$ cat config.mk
export PLATFORM = sky130hd
export DESIGN_NAME = sine_wave_analyzer
export DESIGN_NICKNAME = d
export VERILOG_FILES = /design/src/rtl/sine_wave_analyzer.sv
export SDC_FILE = /design/constraint.sdc
export NUM_CORES = 1
export LEC_CHECK = 0
export ABC_AREA = 1
export BUFFER_PORTS_ARGS = -buffer_cell sky130_fd_sc_hd__buf_2
export CAP_MARGIN = 20
export CORE_MARGIN = 2
export CORE_UTILIZATION = 30
export DETAILED_ROUTE_END_ITERATION = 10
export PLACE_DENSITY = 0.45
export SLEW_MARGIN = 10
export SYNTH_ARGS = -nofsm -noshare
export SYNTH_HDL_FRONTEND = slang
export SYNTH_SLANG_ARGS = --single-unit
export TNS_END_PERCENT = 20
$ cat constraint.sdc
create_clock -name clock -period 2.4 [get_ports clock]
set_input_delay 0 -clock clock [delete_from_list [all_inputs] [get_ports clock]]
set_output_delay 0 -clock clock [all_outputs]
set_load 0.02 [all_outputs]
$ cat src/rtl/sine_wave_analyzer.sv
// Measures period, peak, trough and amplitude of a sampled sine wave using
// rising midscale crossings with hysteresis. One result per full cycle.
module sine_wave_analyzer #(
    parameter int DATA_WIDTH   = 10,
    parameter int MIDSCALE     = 512,
    parameter int HYST         = 16,
    parameter int PERIOD_WIDTH = 16
) (
    input  logic                    clock,
    input  logic                    reset,
    input  logic                    sample_valid,
    input  logic [DATA_WIDTH-1:0]   data_sin,
    output logic                    result_valid,
    output logic [PERIOD_WIDTH-1:0] period,
    output logic [DATA_WIDTH-1:0]   peak_max,
    output logic [DATA_WIDTH-1:0]   peak_min,
    output logic [DATA_WIDTH-1:0]   amplitude,
    output logic                    locked,
    output logic                    timeout
);

    typedef enum logic [1:0] {
        HUNT    = 2'd0,
        ARM1    = 2'd1,
        MEAS_HI = 2'd2,
        MEAS_LO = 2'd3
    } state_t;

    localparam logic [DATA_WIDTH-1:0]   LO_TH   = DATA_WIDTH'(MIDSCALE - HYST);
    localparam logic [DATA_WIDTH-1:0]   HI_TH   = DATA_WIDTH'(MIDSCALE + HYST);
    localparam logic [PERIOD_WIDTH-1:0] CNT_ONE = PERIOD_WIDTH'(1);
    localparam logic [PERIOD_WIDTH-1:0] CNT_MAX = {PERIOD_WIDTH{1'b1}};

    state_t                  state_q, state_d;
    logic [PERIOD_WIDTH-1:0] count_q, count_d;
    logic [DATA_WIDTH-1:0]   run_max_q, run_max_d;
    logic [DATA_WIDTH-1:0]   run_min_q, run_min_d;
    logic [PERIOD_WIDTH-1:0] period_q, period_d;
    logic [DATA_WIDTH-1:0]   peak_max_q, peak_max_d;
    logic [DATA_WIDTH-1:0]   peak_min_q, peak_min_d;
    logic [DATA_WIDTH-1:0]   amplitude_q, amplitude_d;
    logic                    result_valid_q, result_valid_d;
    logic                    locked_q, locked_d;
    logic                    timeout_q, timeout_d;

    logic                    is_low, is_high;
    logic [PERIOD_WIDTH-1:0] count_inc;
    logic                    count_sat;
    logic [DATA_WIDTH-1:0]   track_max, track_min;

    assign is_low    = sample_valid && (data_sin <= LO_TH);
    assign is_high   = sample_valid && (data_sin >= HI_TH);
    assign count_inc = count_q + CNT_ONE;
    assign count_sat = (count_inc == CNT_MAX);
    assign track_max = (data_sin > run_max_q) ? data_sin : run_max_q;
    assign track_min = (data_sin < run_min_q) ? data_sin : run_min_q;

    always_comb begin
        // NOTE: every signal gets a default before the case so no path leaves one unassigned (no latches).
        state_d        = state_q;
        count_d        = count_q;
        run_max_d      = run_max_q;
        run_min_d      = run_min_q;
        period_d       = period_q;
        peak_max_d     = peak_max_q;
        peak_min_d     = peak_min_q;
        amplitude_d    = amplitude_q;
        result_valid_d = 1'b0;
        locked_d       = locked_q;
        timeout_d      = 1'b0;

        unique case (state_q)
            HUNT: begin
                if (is_low) begin
                    state_d = ARM1;
                    count_d = '0;
                end
            end
            ARM1: begin
                if (is_high) begin
                    state_d   = MEAS_HI;
                    count_d   = CNT_ONE;
                    run_max_d = data_sin;
                    run_min_d = data_sin;
                end else if (sample_valid) begin
                    count_d = count_inc;
                    if (count_sat) begin
                        timeout_d = 1'b1;
                        locked_d  = 1'b0;
                        state_d   = HUNT;
                    end
                end
            end
            MEAS_HI, MEAS_LO: begin
                if (state_q == MEAS_LO && is_high) begin
                    // Closing crossing: latch the finished cycle, the crossing sample seeds the next one.
                    period_d       = count_q;
                    peak_max_d     = run_max_q;
                    peak_min_d     = run_min_q;
                    amplitude_d    = (run_max_q - run_min_q) >> 1;
                    result_valid_d = 1'b1;
                    locked_d       = 1'b1;
                    count_d        = CNT_ONE;
                    run_max_d      = data_sin;
                    run_min_d      = data_sin;
                    state_d        = MEAS_HI;
                end else if (sample_valid) begin
                    count_d   = count_inc;
                    run_max_d = track_max;
                    run_min_d = track_min;
                    if (count_sat) begin
                        timeout_d = 1'b1;
                        locked_d  = 1'b0;
                        state_d   = HUNT;
                    end else if (state_q == MEAS_HI && is_low) begin
                        state_d = MEAS_LO;
                    end
                end
            end
            default: state_d = HUNT;
        endcase
    end

    // NOTE: sequential state uses non-blocking assignments so all flops update from pre-edge values.
    always_ff @(posedge clock or negedge reset) begin
        if (!reset) begin
            state_q        <= HUNT;
            count_q        <= '0;
            run_max_q      <= '0;
            run_min_q      <= '0;
            period_q       <= '0;
            peak_max_q     <= '0;
            peak_min_q     <= '0;
            amplitude_q    <= '0;
            result_valid_q <= 1'b0;
            locked_q       <= 1'b0;
            timeout_q      <= 1'b0;
        end else begin
            state_q        <= state_d;
            count_q        <= count_d;
            run_max_q      <= run_max_d;
            run_min_q      <= run_min_d;
            period_q       <= period_d;
            peak_max_q     <= peak_max_d;
            peak_min_q     <= peak_min_d;
            amplitude_q    <= amplitude_d;
            result_valid_q <= result_valid_d;
            locked_q       <= locked_d;
            timeout_q      <= timeout_d;
        end
    end

    assign result_valid = result_valid_q;
    assign period       = period_q;
    assign peak_max     = peak_max_q;
    assign peak_min     = peak_min_q;
    assign amplitude    = amplitude_q;
    assign locked       = locked_q;
    assign timeout      = timeout_q;

endmodule

==> results.md <==
- Crit-path max FO: 20
- Most common cell in the synthesized netlist: nand2_1
- Max-cap violations: 0
- Fin Clk Skew: 0.0112 ns
- DP Wirelength: 9.76 mm
- CTS sink cnt: 86
- Vias in the first global route: 3,931
- Drt first pass iters: 4
- Share of layout cells above drive strength 1: 15.7%
- Inserted Clock Buffers: 9
- CTS tree: built
- Worst Hold Class: in2reg
- I/O Buffers: 60
- CP max stage delay: 0.42 ns
- Reg2reg start: run_max_q[7]
- Worst setup path start: run_max_q[7]
- Status: finished clean
- Final hold vios: 0
- Average routed wire per standard cell: 14.8 um
- PD cells: 1410 mW/mm2
- Diode count: 0
- Final Setup Violations: 0
- WP buf/inv: 1
- Clk_lat worst skew: 0.35 ns
- Fin worst setup slack: 0.229 ns
- Part of the power in registers: 33.9%
- Max-slew violation count: 0
- Clock slew seen by the registers of the worst setup and hold paths: 0.06 ns
- Core Area: 0.0158 mm2
- Dominant cells by area after synthesis: dfrtp_1 (45%), nand2_1 (13%), o21ai_0 (9.2%), ha_1 (7.6%), inv_1 (5.5%)
- Hold WS: 0.0169 ns
- Largest net degree at the start of global routing: 87
- Comb power frac: 48.5%
- Ys flop type: dfrtp_1
- Mapped Cells: 605
- P_leak: 2.87 nW
- Synth area leader: dfrtp_1
- CP max stage cell: dfrtp_1
- RePlAce Congestion: 0.878
- Sequential share of the synthesized area: 44.8%
- Min cycle time layout: 2.17 ns
- Worst EP required: 2.61 ns
- IR Drop Worst-Case VDD: 0.000492 V
- Synth-to-layout area growth: 18.5%
- Chip Width: 131 um
- Setup bufs post-CTS: 0
- EDFF count, synth: 0
- Syn Area/Cell: 7.94 um2
- Total grt overflow: 0
- Crit end category: flop
- Top delay family on crit path: compound AO/OA/AOI/OAI gates
- H-tree Lvls: 3
- Post-place setup slack: -0.0115 ns
- Yosys cell types: 37
- Rows: 46
- Yosys reg bits: 86
- Relative slew margins: 61.6%
- Clock Tree Buf Depth: 2
- Syn_nets: 648
- Most frequent CP cell: o21ai_0
- Critical path launch point type: flop
- # DRC: 0
- Synth async-reset ratio: 100%
- Syn. warnings: 0
- Sw frac: 46.3%
- Final antenna-violating net count: 0
- Internal: 4.30 mW
- Synthesized cell area: 0.00480 mm2
- Die Area: 0.0170 mm2
- Worst path arrival time: 2.38 ns
- Via count: 4,140
- Detailed Route WL: 13.1 mm
- Clk pwr share: 17.6%
- CP cell instances: inv_1 > ha_1 > a21oi_1 > nor2_1 > a211oi_1 > o211ai_1 > o21ai_0 > nand2_1 > nand2_2 > o21ai_0
- Net Sw Power: 3.71 mW
- IO Count: 62
- Synth cell count leaders: nand2_1 (162), o21ai_0 (88), dfrtp_1 (86)
- Hold_sp: data_sin[6]
- Initial antenna violation count: 0
- Vias per Instance: 4.68
- Fin crit share: 90.4%
- Die Y: 131 um
- Achievable Freq: 0.461 GHz
- Initial drt markers: 299
- Critical path class: reg2reg
- Starting Density: 30.5%
- First-pass GRT wire length: 21.0 mm
- Final nets: 708
- Worst-margin pin slew: 0.575 ns
- Unrepaired setup endpoints after global routing: yes
- Root buf cell: clkbuf_16
- Post-synth top area share: 44.8%
- GRT Total Usage: 16.1%
-- worst paths after layout --
kind	slack, ns	cells past startpoint	end
min in group asynchronous	0.23	3	period[15]
hold reg to reg	0.48	2	peak_min[8]
max in group asynchronous	1.78	3	run_min_q[7]
hold / removal	0.02	3	run_min_q[6]
setup / recovery	0.23	10	run_max_q[4]
setup reg to reg	0.23	10	run_max_q[4]
-- flip-flops by register name (all words and copies together), names as in the netlist, 2 cells and up --
name and cells:
run_max_q 10, amplitude 9, period 16, count_q 16
peak_min 10, run_min_q 10, peak_max 10, state_q 2
-- final cells by class --
cell class              count  area (um2)
clock inverters             4        47.5
fillers                  1682       10100
well taps                 216         270
clock buffers              11         243
inverters                  73         274
flip-flops and latches     86        2150
multi-input cells         426        2290
repair buffers             69         410
-- layer usage --
layer  routed length (um)  global-route usage (%)  up-vias
li1                     -                       -     2105
met4                  221                    5.88        0
met2                 6010                    24.9       81
met5                    0                       0        -
met1                 6350                    22.4     1943
met3                  509                    3.50       11
-- cell usage in the layout, fill, tap and decap left out, types with 4 or more instances in the layout --
| master | n |
|---|---|
| nor3_1 | 5 |
| xor2_1 | 6 |
| buf_2 | 59 |
| a211oi_1 | 4 |
| nand2_2 | 8 |
| nor2_1 | 28 |
| inv_1 | 70 |
| nor2_2 | 6 |
| dlygate4sd3_1 | 6 |
| nand2_1 | 161 |
| a21oi_1 | 26 |
| nand3_1 | 23 |
| o21ai_0 | 88 |
| dfrtp_1 | 86 |
| ha_1 | 29 |
| nand4_1 | 12 |
| clkbuf_16 | 9 |
-- power by group through the flow --
stage	combinational (mW)	clock, mW	sequential [mW]
floorplan	2.37	0	3.02
global placement	3.89	0	2.74
detailed placement	3.92	0	2.74
CTS	3.95	1.47	2.72
global route	4.45	1.51	2.81
finish	3.88	1.41	2.72
-- logic make-up (layout without fill, tap and decap cells) --
logic type,Yosys count,after routing,synth area share [%]
AO/OA/AOI/OAI,133,133,14.7
XOR/XNOR,9,9,1.64
adder cells (fa/ha/maj),30,30,7.97
buffers and inverters,93,157,7.61
flip-flops,86,86,44.8
other,1,1,0.0781
AND/OR/NAND/NOR,253,253,23.2
-- worst min-delay path, stage by stage --
cell and delay, ns:
buf_2 0.13, inv_1 0.10, o21ai_0 0.09
-- metrics by stage --
stage	area (um2)	cells	utilization (%)	TNS (ns)	power, mW
2_1_floorplan	4800	605	-	0	5.40
3_3_place_gp	5340	864	33.8	-0.0195	6.63
3_5_place_dp	5340	864	33.8	-0.0224	6.66
4_1_cts	5690	885	36.1	0	8.14
5_1_grt	5690	885	36.1	-0.0890	8.78
6_report	5690	885	36.1	0	8.01
-- timing repair --
item	in CTS	in global routing
endpoints found under the hold margin	95	0
hold buffers	6	0
gates cloned	0	0
gates resized for setup	1	0
endpoints found under the setup margin	10	5
Note: power is estimated with default switching activity, not from simulation.
